$ cat src/rtl/timer_run_ctrl_if.sv
// Register-side bundle for the timer run controller.
// master: APB register block (drives TCR/TDR fields, observes status).
// slave : timer_run_ctrl (consumes control fields, drives TCNT/status/irq).
interface timer_run_ctrl_if #(
    parameter int unsigned CNT_W = 8
);
    // Control fields from TCR/TDR and flag-clear/enable bits
    logic             tmr_en;
    logic             tmr_load;
    logic             tmr_dn;
    logic [1:0]       tmr_cks;
    logic [CNT_W-1:0] tmr_tdr;
    logic             ovf_clr;
    logic             udf_clr;
    logic             ovf_ie;
    logic             udf_ie;

    // Status back to the register block and interrupt output
    logic [CNT_W-1:0] tmr_cnt;
    logic             tmr_tick;
    logic             ovf_flg;
    logic             udf_flg;
    logic             tmr_irq;
    logic [1:0]       tmr_state;

    modport master (
        output tmr_en, tmr_load, tmr_dn, tmr_cks, tmr_tdr,
        output ovf_clr, udf_clr, ovf_ie, udf_ie,
        input  tmr_cnt, tmr_tick, ovf_flg, udf_flg, tmr_irq, tmr_state
    );

    modport slave (
        input  tmr_en, tmr_load, tmr_dn, tmr_cks, tmr_tdr,
        input  ovf_clr, udf_clr, ovf_ie, udf_ie,
        output tmr_cnt, tmr_tick, ovf_flg, udf_flg, tmr_irq, tmr_state
    );
endinterface

$ cat src/rtl/timer_run_ctrl.sv
// Timer run controller: IDLE/RUN/LOAD sequencing, PCLK prescaler producing a
// one-cycle count-enable tick (/2../16), up/down counter, sticky overflow and
// underflow flags and a registered interrupt request.
// Optional build macro TIMER_AUTORELOAD_EN: on overflow/underflow the counter
// reloads TDR instead of wrapping (flags are still set).
module timer_run_ctrl #(
    parameter int unsigned CNT_W = 8,
    parameter int unsigned PSC_W = 4
) (
    input  logic             pclk,
    input  logic             preset,
    timer_run_ctrl_if.slave  tif
);

    typedef enum logic [1:0] {
        ST_IDLE = 2'd0,
        ST_RUN  = 2'd1,
        ST_LOAD = 2'd2
    } state_t;

    localparam logic [CNT_W-1:0] CNT_MAX = '1;

    state_t           state_q;
    state_t           state_d;
    logic [PSC_W-1:0] psc_q;
    logic [PSC_W-1:0] psc_mask;
    logic [1:0]       cks_q;
    logic             cks_chg;
    logic             tick_q;
    logic             tick_d;
    logic [CNT_W-1:0] cnt_q;
    logic [CNT_W-1:0] cnt_d;
    logic [CNT_W-1:0] wrap_up;
    logic [CNT_W-1:0] wrap_dn;
    logic             ovf_q;
    logic             udf_q;
    logic             irq_q;
    logic             ovf_set;
    logic             udf_set;

`ifdef TIMER_AUTORELOAD_EN
    assign wrap_up = tif.tmr_tdr;
    assign wrap_dn = tif.tmr_tdr;
`else
    assign wrap_up = '0;
    assign wrap_dn = '1;
`endif

    // State register
    always_ff @(posedge pclk) begin
        if (preset) begin
            state_q <= ST_IDLE;
        end else begin
            state_q <= state_d;
        end
    end

    // Next-state logic; a load strobe beats the enable in every state
    always_comb begin
        state_d = state_q;
        unique case (state_q)
            ST_IDLE: begin
                if (tif.tmr_load) begin
                    state_d = ST_LOAD;
                end else if (tif.tmr_en) begin
                    state_d = ST_RUN;
                end
            end
            ST_RUN: begin
                if (tif.tmr_load) begin
                    state_d = ST_LOAD;
                end else if (!tif.tmr_en) begin
                    state_d = ST_IDLE;
                end
            end
            ST_LOAD: begin
                if (tif.tmr_load) begin
                    state_d = ST_LOAD;
                end else if (tif.tmr_en) begin
                    state_d = ST_RUN;
                end else begin
                    state_d = ST_IDLE;
                end
            end
            default: state_d = ST_IDLE;
        endcase
    end

    // Low (tmr_cks+1) prescaler bits must be all ones to emit a tick
    always_comb begin
        psc_mask = '0;
        for (int unsigned i = 0; i < PSC_W; i++) begin
            psc_mask[i] = (i <= 32'(tif.tmr_cks));
        end
    end

    assign cks_chg = (tif.tmr_cks != cks_q);
    assign tick_d  = (state_q == ST_RUN) && ((psc_q & psc_mask) == psc_mask);

    // Prescaler and tick register; prescaler restarts outside RUN and on a divider change
    always_ff @(posedge pclk) begin
        if (preset) begin
            psc_q  <= '0;
            cks_q  <= '0;
            tick_q <= 1'b0;
        end else begin
            cks_q  <= tif.tmr_cks;
            tick_q <= tick_d;
            if ((state_q != ST_RUN) || cks_chg) begin
                psc_q <= '0;
            end else begin
                psc_q <= psc_q + PSC_W'(1);
            end
        end
    end

    // Counter next value and flag set conditions; a load discards a coincident tick
    always_comb begin
        cnt_d   = cnt_q;
        ovf_set = 1'b0;
        udf_set = 1'b0;
        if (state_q == ST_LOAD) begin
            cnt_d = tif.tmr_tdr;
        end else if (tick_q) begin
            if (!tif.tmr_dn) begin
                if (cnt_q == CNT_MAX) begin
                    ovf_set = 1'b1;
                    cnt_d   = wrap_up;
                end else begin
                    cnt_d = cnt_q + CNT_W'(1);
                end
            end else begin
                if (cnt_q == '0) begin
                    udf_set = 1'b1;
                    cnt_d   = wrap_dn;
                end else begin
                    cnt_d = cnt_q - CNT_W'(1);
                end
            end
        end
    end

    // Counter, sticky flags (set beats clear) and interrupt register
    always_ff @(posedge pclk) begin
        if (preset) begin
            cnt_q <= '0;
            ovf_q <= 1'b0;
            udf_q <= 1'b0;
            irq_q <= 1'b0;
        end else begin
            cnt_q <= cnt_d;
            ovf_q <= ovf_set | (ovf_q & ~tif.ovf_clr);
            udf_q <= udf_set | (udf_q & ~tif.udf_clr);
            irq_q <= (ovf_q & tif.ovf_ie) | (udf_q & tif.udf_ie);
        end
    end

    assign tif.tmr_cnt   = cnt_q;
    assign tif.tmr_tick  = tick_q;
    assign tif.ovf_flg   = ovf_q;
    assign tif.udf_flg   = udf_q;
    assign tif.tmr_irq   = irq_q;
    assign tif.tmr_state = state_q;

endmodule

$ cat src/flat_wrapper.sv
// flat-port wrapper written by rule: the top's interface ports become plain ports
module timer_run_ctrl_flat 
#(
    parameter int unsigned CNT_W = 8,
    parameter int unsigned PSC_W = 4
)
  (pclk, preset, tif_tmr_en, tif_tmr_load, tif_tmr_dn, tif_tmr_cks, tif_tmr_tdr, tif_ovf_clr, tif_udf_clr, tif_ovf_ie, tif_udf_ie, tif_tmr_cnt, tif_tmr_tick, tif_ovf_flg, tif_udf_flg, tif_tmr_irq, tif_tmr_state);
  timer_run_ctrl_if #(.CNT_W(CNT_W)) tif_i ();
  input  logic pclk;
  input  logic preset;
  input wire logic [$bits(tif_i.tmr_en)-1:0] tif_tmr_en;
  input wire logic [$bits(tif_i.tmr_load)-1:0] tif_tmr_load;
  input wire logic [$bits(tif_i.tmr_dn)-1:0] tif_tmr_dn;
  input wire logic [$bits(tif_i.tmr_cks)-1:0] tif_tmr_cks;
  input wire logic [$bits(tif_i.tmr_tdr)-1:0] tif_tmr_tdr;
  input wire logic [$bits(tif_i.ovf_clr)-1:0] tif_ovf_clr;
  input wire logic [$bits(tif_i.udf_clr)-1:0] tif_udf_clr;
  input wire logic [$bits(tif_i.ovf_ie)-1:0] tif_ovf_ie;
  input wire logic [$bits(tif_i.udf_ie)-1:0] tif_udf_ie;
  output wire logic [$bits(tif_i.tmr_cnt)-1:0] tif_tmr_cnt;
  output wire logic [$bits(tif_i.tmr_tick)-1:0] tif_tmr_tick;
  output wire logic [$bits(tif_i.ovf_flg)-1:0] tif_ovf_flg;
  output wire logic [$bits(tif_i.udf_flg)-1:0] tif_udf_flg;
  output wire logic [$bits(tif_i.tmr_irq)-1:0] tif_tmr_irq;
  output wire logic [$bits(tif_i.tmr_state)-1:0] tif_tmr_state;
  assign tif_i.tmr_en = tif_tmr_en;
  assign tif_i.tmr_load = tif_tmr_load;
  assign tif_i.tmr_dn = tif_tmr_dn;
  assign tif_i.tmr_cks = tif_tmr_cks;
  assign tif_i.tmr_tdr = tif_tmr_tdr;
  assign tif_i.ovf_clr = tif_ovf_clr;
  assign tif_i.udf_clr = tif_udf_clr;
  assign tif_i.ovf_ie = tif_ovf_ie;
  assign tif_i.udf_ie = tif_udf_ie;
  assign tif_tmr_cnt = tif_i.tmr_cnt;
  assign tif_tmr_tick = tif_i.tmr_tick;
  assign tif_ovf_flg = tif_i.ovf_flg;
  assign tif_udf_flg = tif_i.udf_flg;
  assign tif_tmr_irq = tif_i.tmr_irq;
  assign tif_tmr_state = tif_i.tmr_state;
  timer_run_ctrl #(.CNT_W(CNT_W), .PSC_W(PSC_W)) u_core (.pclk(pclk), .preset(preset), .tif(tif_i));
endmodule
$ cat config.mk
export PLATFORM = sky130hd
export DESIGN_NAME = timer_run_ctrl_flat
export DESIGN_NICKNAME = d
export VERILOG_FILES = /design/src/rtl/timer_run_ctrl_if.sv /design/src/rtl/timer_run_ctrl.sv /design/src/flat_wrapper.sv
export SDC_FILE = /design/constraint.sdc
export NUM_CORES = 1
export LEC_CHECK = 0
export CAP_MARGIN = 40
export CORE_UTILIZATION = 25
export DETAILED_ROUTE_END_ITERATION = 10
export RECOVER_POWER = 50
export SLEW_MARGIN = 0
export SYNTH_ARGS = -nofsm -noshare
export SYNTH_HDL_FRONTEND = slang
export SYNTH_SLANG_ARGS = --single-unit
$ cat constraint.sdc
create_clock -name pclk -period 5.2 [get_ports pclk]
set_input_delay 1.04 -clock pclk [delete_from_list [all_inputs] [get_ports pclk]]
set_output_delay 1.04 -clock pclk [all_outputs]
set_load 0.03 [all_outputs]
==> metrics.txt <==
# TYPE chip_impl_metric gauge
chip_impl_metric{name="static-leakage-power",unit="nW"} 0.569
chip_impl_metric{name="routed_wire_length_per_instance",unit="microns"} 12.0
chip_impl_info{name="critical-path-top-delay-family",value="buffers and inverters"} 1
chip_impl_metric{name="vias_per_cell",unit=""} 4.81
chip_impl_metric{name="cell_row_count",unit=""} 24
chip_impl_metric{name="vias",unit=""} 1112
chip_impl_metric{name="timing.final.crit_period",unit="ps"} 2710
chip_impl_metric{name="antenna_cells",unit=""} 0
chip_impl_metric{name="grt_first_pass_wirelength",unit="microns"} 4630
chip_impl_metric{name="cts-buffers-inserted",unit=""} 3
chip_impl_metric{name="synth_area_per_cell",unit="sq um"} 7.61
chip_impl_metric{name="report.final.hold_viol_count",unit=""} 0
chip_impl_metric{name="die_width",unit="microns"} 70.0
chip_impl_metric{name="floorplan.die.height",unit="microns"} 70.0
chip_impl_metric{name="setup_viol",unit=""} 0
chip_impl_metric{name="number_of_flops_mapped_to_enable_cells_by_yosys",unit=""} 0
chip_impl_metric{name="grt_overflow_total",unit=""} 0
chip_impl_metric{name="port-buffer-count",unit=""} 32
chip_impl_metric{name="first_iter_violations",unit=""} 65
chip_impl_metric{name="synthDistinctLibCells",unit=""} 36
chip_impl_info{name="commonest_non_fill_non_tap_cells_in_the_layout",value="27 x clkdlybuf4s50_1, 22 x nor2_1, 20 x dfxtp_1, 16 x nand2_1, 13 x a21oi_1"} 1
chip_impl_metric{name="clock_tree.htree_level_count",unit=""} 1
chip_impl_metric{name="finalCritPeriodShare",unit=""} 0.521
chip_impl_metric{name="postSynthRegisterBits",unit=""} 20
chip_impl_metric{name="worst_skew_pair.late_latency",unit="ps"} 270
chip_impl_info{name="most_common_cell_after_layout_fill_and_taps_aside",value="clkdlybuf4s50_1"} 1
chip_impl_metric{name="critical_path_required",unit="ps"} 4160
chip_impl_metric{name="first_global_vias",unit=""} 1017
chip_impl_metric{name="syn-instance-count",unit=""} 152
chip_impl_info{name="crit_chain",value="clkdlybuf4s50_1"} 1
chip_impl_metric{name="cts.reportedPaths.clkPinSlew",unit="ps"} 80
chip_impl_metric{name="worst_pin_slew",unit="ps"} 639
chip_impl_metric{name="synth_seq_area_share",unit=""} 0.346
chip_impl_metric{name="ys_async_sr_fraction",unit=""} 0
chip_impl_metric{name="placeableCoreArea",unit="sq um"} 4410
chip_impl_metric{name="initial_core_util",unit=""} 0.262
chip_impl_metric{name="layout-area-overhead-vs-synth",unit="%"} 35.0
chip_impl_metric{name="design.die.area",unit="sq um"} 4910
chip_impl_metric{name="synth_nets",unit=""} 175
chip_impl_metric{name="synthesis.area",unit="sq um"} 1160
chip_impl_metric{name="postLayoutCoreUtil",unit=""} 0.354
chip_impl_metric{name="num_io_pins",unit=""} 33
chip_impl_metric{name="ir_drop",unit="mV"} 0.150
chip_impl_metric{name="place.detailed.hpwl",unit="microns"} 2060
chip_impl_metric{name="tns",unit="ps"} 0
chip_impl_metric{name="final_layout_size_suffix_gt1_frac",unit=""} 0.0447
chip_impl_metric{name="drt_first_pass_iters",unit=""} 4
chip_impl_info{name="setup.worst_path.start_class",value="flop"} 1
chip_impl_metric{name="cp_data_arrival_time",unit="ps"} 1670
chip_impl_metric{name="global_route.usage.total",unit=""} 0.118
chip_impl_info{name="status",value="finished, final reports clean"} 1
chip_impl_metric{name="cts.path.max_buffers",unit=""} 2
chip_impl_metric{name="grt_max_degree",unit=""} 16
chip_impl_metric{name="ys_warn_count",unit=""} 0
chip_impl_metric{name="max_clock_freq",unit="MHz"} 369
chip_impl_metric{name="resize_count_post_cts",unit=""} 0
chip_impl_metric{name="slew_violations",unit=""} 0
chip_impl_metric{name="cts-hold-fix-buffers",unit=""} 0
chip_impl_metric{name="nNetsFinal",unit=""} 203
chip_impl_metric{name="critical_path_peak_fanout",unit=""} 15
chip_impl_metric{name="number_of_violations_of_the_max_capacitance_limit",unit=""} 0
chip_impl_metric{name="drc_errors",unit=""} 0
chip_impl_info{name="rsz_0062_raised_after_global_routing",value="no"} 1
chip_impl_metric{name="routabilityCongestion",unit=""} 0.854
chip_impl_metric{name="clock-sinks",unit=""} 20
chip_impl_metric{name="timing.slew.headroom",unit=""} 0.573
chip_impl_info{name="tritoncts",value="yes"} 1
chip_impl_info{name="ys.flop_type",value="dfxtp_1"} 1
chip_impl_metric{name="cp_num_buf_inv",unit=""} 1
chip_impl_metric{name="drt_wl_total",unit="microns"} 2780
chip_impl_metric{name="critical_path_s_largest_stage_delay",unit="ps"} 770
chip_impl_info{name="clk_root_buffer_cell",value="clkbuf_8"} 1
chip_impl_metric{name="fin_skew",unit="ps"} 10.1
chip_impl_metric{name="antenna_violations_before_repair",unit=""} 0
chip_impl_info{name="holdCritPathClass",value="reg -> reg"} 1
chip_impl_info{name="timing.critical_path.to_type",value="output pin"} 1
chip_impl_info{name="worst-setup-path-type",value="reg -> out"} 1
chip_impl_info{name="worst_path_max_delay_cell",value="clkdlybuf4s50_1"} 1
chip_impl_metric{name="route.antenna.remaining_nets",unit=""} 0
chip_impl_metric{name="cts_post_setup_buffers_inserted",unit=""} 0
chip_impl_metric{name="pwr_density",unit="nW/um^2"} 255
kinds of logic (layout without fill, tap and decap cells):
group / count (synthesis) / after routing / share of synthesized area
AOI/OAI and AO/OA: 35 / 35 / 0.196
xor gates and xnor gates: 8 / 8 / 0.0605
adders and majority gates: 4 / 4 / 0.0432
buffers and inverters: 15 / 42 / 0.0584
DFF: 20 / 20 / 0.346
and+or+nand+nor: 70 / 70 / 0.296
power breakdown:
group          internal, W  switching (W)  total (W)
combinational    0.0000359      0.0000352  0.0000711
sequential        0.000158     0.00000912   0.000167
clock             0.000103      0.0000573   0.000160
metrics by stage:
| stage | total power (W) | worst slack [ps] | hold WS, ps | instance area, sq um | instances |
|---|---|---|---|---|---|
| 6_report | 0.000398 | 2490 | 473 | 1560 | 231 |
| 5_1_grt | 0.000414 | 2420 | 508 | 1560 | 231 |
| 4_1_cts | 0.000403 | 2490 | 481 | 1570 | 231 |
| 3_5_place_dp | 0.000244 | 2560 | 462 | 1500 | 227 |
| 3_3_place_gp | 0.000244 | 2580 | 452 | 1500 | 227 |
| 2_1_floorplan | 0.000215 | 3200 | 430 | 1160 | 152 |
registers in the layout (all words and copies together), names as in the netlist:
register / count
u_core.tif.tmr_cnt: 8
u_core.psc_q: 4
u_core.cks_q: 2
u_core.tif.tmr_state: 2
u_core.tif.ovf_flg: 1
u_core.tif.tmr_irq: 1
u_core.tif.tmr_tick: 1
u_core.tif.udf_flg: 1
path summary, 6_finish.rpt:
kind | start | endpoint | slack [ps] | cells past startpoint
min reg2reg | u_core.psc_q[0] | u_core.psc_q[0] | 470 | 1
max | u_core.tif.tmr_tick | tif_tmr_tick | 2490 | 1
min | u_core.psc_q[0] | u_core.psc_q[0] | 470 | 1
max reg2reg | u_core.tif.tmr_cnt[2] | u_core.tif.tmr_cnt[7] | 3250 | 5
final cells by class:
class                      count  area (sq um)
tap                           52          65.1
clock buffer                   3          41.3
timing repair buffer          32           320
inverter                       6          22.5
clock inverter                 1          30.0
multi-input combinational    117           683
fill                         472          2850
sequential                    20           400
layer usage:
layer  global-route usage  share of wire
met1                0.148           0.47
met5                    0              0
met2                0.205           0.48
met3               0.0317          0.042
met4               0.0200         0.0047
cell usage after synthesis (all sizes together), types with 2 or more instances:
master / n / area (sq um)
a21oi: 13 / 65.1
a22oi: 2 / 15.0
buf: 2 / 18.8
clkbuf: 7 / 26.3
dfxtp: 20 / 400
ha: 4 / 50.1
inv: 6 / 22.5
nand2: 16 / 60.1
nand2b: 2 / 12.5
nand3: 8 / 40.0
nand4: 2 / 12.5
nor2: 22 / 82.6
nor2b: 3 / 18.8
nor3: 6 / 30.0
nor4: 2 / 18.8
o21ai: 8 / 40.0
o22ai: 2 / 12.5
o31ai: 3 / 22.5
or3: 2 / 12.5
or4: 3 / 26.3
xnor2: 5 / 43.8
xor2: 3 / 26.3
(Power assumes the default switching activity.)
